==> config.mk <==
export PLATFORM = sky130hd
export DESIGN_NAME = bullet_hit_detector
export DESIGN_NICKNAME = d
export VERILOG_FILES = /design/src/rtl/bullet_hit_detector.sv
export SDC_FILE = /design/constraint.sdc
export NUM_CORES = 1
export LEC_CHECK = 0
export BUFFER_PORTS_ARGS = -buffer_cell sky130_fd_sc_hd__buf_2
export CAP_MARGIN = 20
export CORE_ASPECT_RATIO = 0.6
export CORE_MARGIN = 8
export CORE_UTILIZATION = 45
export DETAILED_ROUTE_END_ITERATION = 6
export PLACE_DENSITY = 0.78
export SLEW_MARGIN = 40
export SYNTH_ARGS = -nofsm -noshare
export SYNTH_HDL_FRONTEND = slang
export SYNTH_SLANG_ARGS = --single-unit
==> constraint.sdc <==
create_clock -name Pclk -period 2.32 [get_ports Pclk]
set_input_delay 0 -clock Pclk [delete_from_list [all_inputs] [get_ports Pclk]]
set_output_delay 0 -clock Pclk [all_outputs]
set_load 0.02 [all_outputs]
==> src/rtl/bullet_hit_detector.sv <==
// Bullet/alien collision detector.
// Watches the raster for the first pixel in a frame where an opaque bullet pixel
// covers an opaque alien pixel. At frame end it reports that alien's grid position,
// adds to the score, and then ignores overlaps for a configurable number of frames.
//
// Ports:
//   Pclk        pixel clock
//   rst_n       synchronous active-low reset
//   xx, yy      current raster position
//   aactive     active-pixel strobe
//   BSpriteOn   bullet sprite covers this pixel
//   dataout2    bullet pixel value
//   ASpriteOn   alien sprite covers this pixel
//   alien_px    alien pixel value
//   alien_col   grid column of the alien under this pixel
//   alien_row   grid row of the alien under this pixel
//   hit         one-cycle pulse on a confirmed hit
//   bullet_rst  one-cycle request to return the bullet to the launcher
//   hit_col     column of the last hit
//   hit_row     row of the last hit
//   score       accumulated score, saturating
//   busy        high while overlaps are being ignored after a hit
module bullet_hit_detector #(
    parameter logic [7:0]  TRANSPARENT    = 8'h00,
    parameter int unsigned POINTS         = 10,
    parameter int unsigned HOLDOFF_FRAMES = 2
) (
    input  logic        Pclk,
    input  logic        rst_n,
    input  logic [9:0]  xx,
    input  logic [9:0]  yy,
    input  logic        aactive,
    input  logic        BSpriteOn,
    input  logic [7:0]  dataout2,
    input  logic        ASpriteOn,
    input  logic [7:0]  alien_px,
    input  logic [2:0]  alien_col,
    input  logic [1:0]  alien_row,
    output logic        hit,
    output logic        bullet_rst,
    output logic [2:0]  hit_col,
    output logic [1:0]  hit_row,
    output logic [15:0] score,
    output logic        busy
);

    localparam int unsigned X_W     = 10;
    localparam int unsigned Y_W     = 10;
    localparam int unsigned COL_W   = 3;
    localparam int unsigned ROW_W   = 2;
    localparam int unsigned SCORE_W = 16;
    localparam int unsigned CNT_W   = 4;

    localparam logic [X_W-1:0]     X_LAST    = X_W'(639);
    localparam logic [Y_W-1:0]     Y_LAST    = Y_W'(479);
    localparam logic [SCORE_W-1:0] SCORE_MAX = {SCORE_W{1'b1}};
    localparam logic [SCORE_W:0]   POINTS_X  = (SCORE_W+1)'(POINTS);
    localparam logic [CNT_W-1:0]   HOLD_LOAD = CNT_W'(HOLDOFF_FRAMES);

    typedef enum logic [1:0] {
        SCAN    = 2'd0,
        REPORT  = 2'd1,
        HOLDOFF = 2'd2
    } state_t;

    state_t             state, state_nxt;
    logic               pending, pending_nxt;
    logic [COL_W-1:0]   cand_col, cand_col_nxt;
    logic [ROW_W-1:0]   cand_row, cand_row_nxt;
    logic [CNT_W-1:0]   frame_cnt, frame_cnt_nxt;
    logic               hit_nxt, bullet_rst_nxt, busy_nxt;
    logic [COL_W-1:0]   hit_col_nxt;
    logic [ROW_W-1:0]   hit_row_nxt;
    logic [SCORE_W-1:0] score_nxt;

    logic               overlap_c;
    logic               frame_end_c;
    logic               first_c;
    logic [SCORE_W:0]   score_sum_c;
    logic [SCORE_W-1:0] score_sat_c;

    // Pixel-level collision and frame boundary decode
    assign overlap_c   = aactive && BSpriteOn && ASpriteOn &&
                         (dataout2 != TRANSPARENT) && (alien_px != TRANSPARENT);
    assign frame_end_c = (xx == X_LAST) && (yy == Y_LAST);
    assign first_c     = overlap_c && !pending;

    // One spare bit catches overflow so the score can clamp
    assign score_sum_c = {1'b0, score} + POINTS_X;
    assign score_sat_c = score_sum_c[SCORE_W] ? SCORE_MAX : score_sum_c[SCORE_W-1:0];

    // State register
    always_ff @(posedge Pclk) begin
        if (!rst_n) begin
            state <= SCAN;
        end else begin
            state <= state_nxt;
        end
    end

    // Next state and next register values; outputs register the value for the
    // coming cycle so hit/bullet_rst are high exactly while the FSM sits in REPORT
    always_comb begin
        state_nxt      = state;
        pending_nxt    = pending;
        cand_col_nxt   = cand_col;
        cand_row_nxt   = cand_row;
        frame_cnt_nxt  = frame_cnt;
        hit_nxt        = 1'b0;
        bullet_rst_nxt = 1'b0;
        busy_nxt       = 1'b0;
        hit_col_nxt    = hit_col;
        hit_row_nxt    = hit_row;
        score_nxt      = score;

        unique case (state)
            SCAN: begin
                if (first_c) begin
                    pending_nxt  = 1'b1;
                    cand_col_nxt = alien_col;
                    cand_row_nxt = alien_row;
                end
                // An overlap on the frame-end pixel itself still belongs to this frame
                if (frame_end_c && (pending || overlap_c)) begin
                    state_nxt      = REPORT;
                    hit_nxt        = 1'b1;
                    bullet_rst_nxt = 1'b1;
                    hit_col_nxt    = first_c ? alien_col : cand_col;
                    hit_row_nxt    = first_c ? alien_row : cand_row;
                    score_nxt      = score_sat_c;
                end
            end
            REPORT: begin
                state_nxt     = HOLDOFF;
                pending_nxt   = 1'b0;
                frame_cnt_nxt = HOLD_LOAD;
                busy_nxt      = 1'b1;
            end
            HOLDOFF: begin
                busy_nxt = 1'b1;
                if (frame_end_c) begin
                    if (frame_cnt <= CNT_W'(1)) begin
                        state_nxt     = SCAN;
                        frame_cnt_nxt = '0;
                        pending_nxt   = 1'b0;
                        busy_nxt      = 1'b0;
                    end else begin
                        frame_cnt_nxt = frame_cnt - CNT_W'(1);
                    end
                end
            end
            default: begin
                state_nxt = SCAN;
            end
        endcase
    end

    // Datapath and output registers
    always_ff @(posedge Pclk) begin
        if (!rst_n) begin
            pending    <= 1'b0;
            cand_col   <= '0;
            cand_row   <= '0;
            frame_cnt  <= '0;
            hit        <= 1'b0;
            bullet_rst <= 1'b0;
            busy       <= 1'b0;
            hit_col    <= '0;
            hit_row    <= '0;
            score      <= '0;
        end else begin
            pending    <= pending_nxt;
            cand_col   <= cand_col_nxt;
            cand_row   <= cand_row_nxt;
            frame_cnt  <= frame_cnt_nxt;
            hit        <= hit_nxt;
            bullet_rst <= bullet_rst_nxt;
            busy       <= busy_nxt;
            hit_col    <= hit_col_nxt;
            hit_row    <= hit_row_nxt;
            score      <= score_nxt;
        end
    end

endmodule

## Yosys cells after proc, flatten, opt, wreduce, memory -nomap -nowiden

Index checks and enable logic that the tools add are counted.

- Bits of input ports: 46
- Word-level logic and storage cells: 58
- Register bits: 35
- Output and inout port bits: 24

- Equality and inequality tests: 8
- Multiplexer cells: 18
- Magnitude comparators: 1
- Add/sub/neg operators: 2
- Reductions and logical operators: 19

Operators by type and width:

| operator | number |
|---|---|
| adder 16 x 4 -> 17 bit (second input constant) | 1 |
| 2-to-1 mux 16 bit | 1 |
| nonzero test 8 bit | 2 |
| equality test 10 bit (second input constant) | 1 |
| equality test 10 x 9 -> 1 bit (second input constant) | 1 |
| 2-to-1 mux 2 bit | 4 |
| 2-to-1 mux 4 bit | 2 |
| != test 2 bit (second input constant) | 4 |
| case mux 4 bit (2 select lines) | 1 |
| logical AND 1 bit | 7 |
| 2-to-1 mux 1 bit | 6 |
| case mux 2 bit (3 select lines) | 1 |
| AND reduction 2 bit | 3 |
| <= comparator 4 x 1 -> 1 bit (second input constant) | 1 |
| AND reduction 4 bit | 1 |
| subtractor 4 x 1 -> 4 bit (second input constant) | 1 |
| 2-to-1 mux 3 bit | 1 |
| case mux 1 bit (3 select lines) | 1 |
| AND reduction 3 bit | 1 |
| nonzero test 3 bit | 1 |
| equality test 2 x 1 -> 1 bit (second input constant) | 1 |
| equality test 2 bit (second input constant) | 1 |
| logical NOT 2 bit | 1 |
| case mux 1 bit (2 select lines) | 1 |
| 3 further kinds | 3 |

## Longest topological paths before layout

- Depth after elaboration: 8
- Mapped depth: 8
- Depth with buffers taken out: 8

## Worst setup path after synthesis

No wires, ideal clock.

- Kind: register to register
- Start: register score[4]
- End: register score[14]
- Stages on the path, launching flop included: 8
- Buffers on the path: 1
- Period minus slack after synthesis: 1.849 ns
- Data required time: 2.199 ns
- Arrival time: 1.727 ns
- Slack: 0.471 ns
- Library setup time: 0.121 ns
- Cells stage by stage: dfxtp_1 -> nand4_1 -> or2_2 -> clkbuf_1 -> nor3_1 -> nand2_1 -> a211oi_1 -> nor3_1

- Longest elaborated chain between the ends: 2

Ends and longest elaborated chain:

| what | RTL line | text |
|---|---|---|
| start: declaration | 43 | `output logic [15:0] score,` |
| start signal: assignment | 181 | `score <= score_nxt;` |
| adder 16 x 4 -> 17 bit | 89 | `assign score_sum_c = {1'b0, score} + POINTS_X;` |
| 2-to-1 mux 16 bit | 90 | `assign score_sat_c = score_sum_c[SCORE_W] ? SCORE_MAX : score_sum_c[SCORE_W-1:0];` |

Every way passes these cells.
A chain may end at the register's enable or synchronous reset.

## Worst setup path after layout

- Start: register frame_cnt[0]
- End: register state[1]

- Longest elaborated chain between the ends: 3

Ends and longest elaborated chain:

| what | RTL line | text |
|---|---|---|
| start: declaration | 70 | `logic [CNT_W-1:0] frame_cnt, frame_cnt_nxt;` |
| start signal: assignment | 175 | `frame_cnt <= frame_cnt_nxt;` |
| <= comparator 4 x 1 -> 1 bit | 142 | `if (frame_cnt <= CNT_W'(1)) begin` |
| != test 2 bit (no source line) | - |  |
| AND reduction 3 bit (no source line) | - |  |
| end signal: assignment | 97 | `state <= state_nxt;` |
| end: declaration | 66 | `state_t state, state_nxt;` |

Every way passes these cells.

==> flow_summary.yaml <==
global_routing:
  antenna_found_initial: 0
  track_usage_pct: 15.9
  grt_pass1_vias: 1722
  grt_max_degree: 25
  grt-ovfl-total: 0
  grt_pass1_wl_mm: 8.47
sta:
  hold-worst-slack_ps: 27.1
  period_share_pct: 85.1
  rsz0062_at_grt: "false"
  timing.fmax_mhz: 507
  hold_violations: 0
  finalMaxSlewViolations: 0
  fin_ws_ps: 346
  fin_skew_ps: 7.52
  setup_viol: 0
  relSlewSlack_pct: 63.3
  layout_min_cycle_time_ps: 1970
  fin_tns_setup_ps: 0
  tightestPinTransition_ps: 548
die:
  die_area_um2: 6370
  start_util_pct: 48.0
  core-area_um2: 3760
  die_h_um: 65.1
  rows: 17
  io_pins: 70
  die_x_um: 97.8
yosys:
  ys_seq_elements: 35
  ys_types: 45
  synth_ff_type: "dfxtp_1"
  synthMuxAreaShare_pct: 3.32
  synth_area_leaders: "dfxtp_1 (39%), a21oi_1 (6.4%), nor3_1 (5.3%)"
  synth_top_area_share_pct: 38.8
  synth_top_family_by_area: "simple AND/OR/NAND/NOR gates"
  synth-seq-area-share_pct: 38.8
  synth-compound-area-share_pct: 21.0
  synth_xor_area_share_pct: 0
  avgSynthCellArea_um2: 8.29
  async_reset_ff_share_pct: 0
  yosysTopAreaCell: "dfxtp_1"
  synth-adder-area-share_pct: 4.84
  yosys_warnings: 0
  syn_nets: 271
  synthCells: 218
  synth_edf_count: 0
  synth-simple-area-share_pct: 27.5
  syn_area_um2: 1810
placed_design:
  gp_congestion: 0.800
  dpl_cell_area_um2: 2190
  port_buffers: 69
  dp_slack_ps: 389
  dp_hpwl_mm: 4.02
cells_and_area:
  drive_gt1_share_pct: 30.8
  fin_area_um2: 2290
  area_growth_pct: 26.4
  regArea_um2: 701
  layout_commonest_cell: "buf_2"
  multiInputGateArea_um2: 1030
  fillers: 358
  nets: 341
  mostFrequentLayoutCells: "buf_2 (69), dfxtp_1 (35), a21oi_1 (23)"
  num_antenna_cells: 0
route:
  wl_met2_mm: 2.14
  wl_per_cell_um: 15.5
  drc: 0
  ant_nets: 0
  met1_length_mm: 2.48
  vias_per_cell: 5.86
  wl_mm: 5.22
  dr.pass1.iters: 5
  dr_wl_met3_um: 548
  top_layer: "met4"
  vias: 1969
  drt_iter0_drc: 156
power_and_ir_drop:
  swShare_pct: 22.4
  power_density_nw_per_um2: 482
  ir_drop_v: 0.000279
  total_power_mw: 1.10
  p_int_uw: 855
  power_frac_clock_pct: 38.3
  p_sw_uw: 247
  seq_power_share_pct: 55.0
  combPwrFrac_pct: 6.7
  leakage_nw: 0.998
critical_path:
  path_depth: 8
  timing.critical_path.to_type: "flop"
  critical_path.cell_chain: "inv_1 -> ha_1 -> nor2_1 -> nor3_1 -> inv_1 -> o21ai_1 -> a211oi_1 -> a41o_1"
  crit_buf_inv: 2
  critPathMaxFanout: 7
  max_stage_delay_ps: 410
  rr_worst_depth: 8
  crit_type: "reg2reg"
  cp_common_cell: "inv_1"
  arrival_ps: 2160
  path_delay_family: "compound AO/OA/AOI/OAI gates"
  cp_slowest_cell: "o21ai_1"
  start_kind: "flop"
  cp.required_ps: 2510
cts:
  clk_latency_ps: 290
  ctsRootBufferMaster: "clkbuf_8"
  clkTransAtPathRegs_ps: 70
  cts_tree: "built"
  cts_max_level: 2
  cts_buffers: 5
  hold_buffers: 1
  post_cts_buffers: 0
  cts_resized: 0
  cts_sinks: 35
  clk_path_buf_depth: 2
flow_run:
  drv_cap: 0
min_path:
  hold_path.class: "in2reg"
  holdPathStages: 3
outcome:
  status: "finished, final reports clean"
==> worst reg2reg max path: stages, from the launching register on <==
cell,delay (ps)
dfxtp_1,350
inv_1,100
ha_1,200
nor2_1,60
nor3_1,320
inv_1,70
o21ai_1,410
a211oi_1,150
a41o_1,220
==> logic make-up after synthesis <==
family / count (synthesis)
buf+inv: 20
fa+ha+maj: 7
mux: 6
simple gates: 92
compound gates: 58
flops: 35
==> layer usage <==
metal,track usage (%),up-vias
li1,-,959
met1,21.4,906
met2,22.9,97
met3,6.09,7
met4,4.62,0
met5,0,-
==> per-stage QoR <==
step           utilization, %  instances
4_1_cts                  60.7        336
5_1_grt                  60.7        336
3_5_place_dp             58.3        327
6_report                 60.7        336
2_1_floorplan               -        218
3_3_place_gp             58.3        327
==> registers in the layout, indices dropped and copies added (netlist names) <==
register / flops
bullet_rst: 1
busy: 1
cand_col: 3
cand_row: 2
frame_cnt: 4
hit_col: 3
hit_row: 2
pending: 1
score: 16
state: 2
==> area by class of cell <==
type	instances	share of cell area (%)
sequential	35	30.7
timing repair buffer	74	16.9
tap	47	2.57
multi-input combinational	163	44.9
clock inverter	1	0.219
inverter	9	1.48
clock buffer	7	3.34
==> final timing paths <==
kind                                   from                  endpoint  slack, ps
setup / recovery  frame_cnt[0]$_SDFFE_PN0P_     state[1]$_SDFFE_PN0P_        350
hold / removal                 alien_col[0]  cand_col[0]$_SDFFE_PN0P_         30
setup reg to reg  frame_cnt[0]$_SDFFE_PN0P_     state[1]$_SDFFE_PN0P_        350
hold reg to reg       score[0]$_SDFFE_PN0P_     score[0]$_SDFFE_PN0P_        480
==> power by group through the flow <==
stage                     Combinational, mW  Clock (mW)  Sequential, mW
after floorplan                      0.0301           0           0.620
after global placement               0.0701           0           0.620
after detailed placement             0.0723           0           0.621
after CTS                            0.0738       0.427           0.607
after global routing                 0.0812       0.453           0.607
final                                0.0739       0.422           0.607
==> cell usage after synthesis (all sizes together), types with 2 or more instances <==
master,instances
nand2b,2
nand3,5
nor3b,2
mux2i,6
clkbuf,8
nor3,21
inv,8
a31oi,3
a41oi,2
ha,7
dfxtp,35
or3,2
nand2,18
a311oi,2
o21ai,12
a21oi,23
nor4,8
nor2,15
nand4,5
or2,2
nand4b,4
o221a,5
a211oi,2
a21o,2
buf,3
No activity file was read; power rests on OpenSTA's default activity.
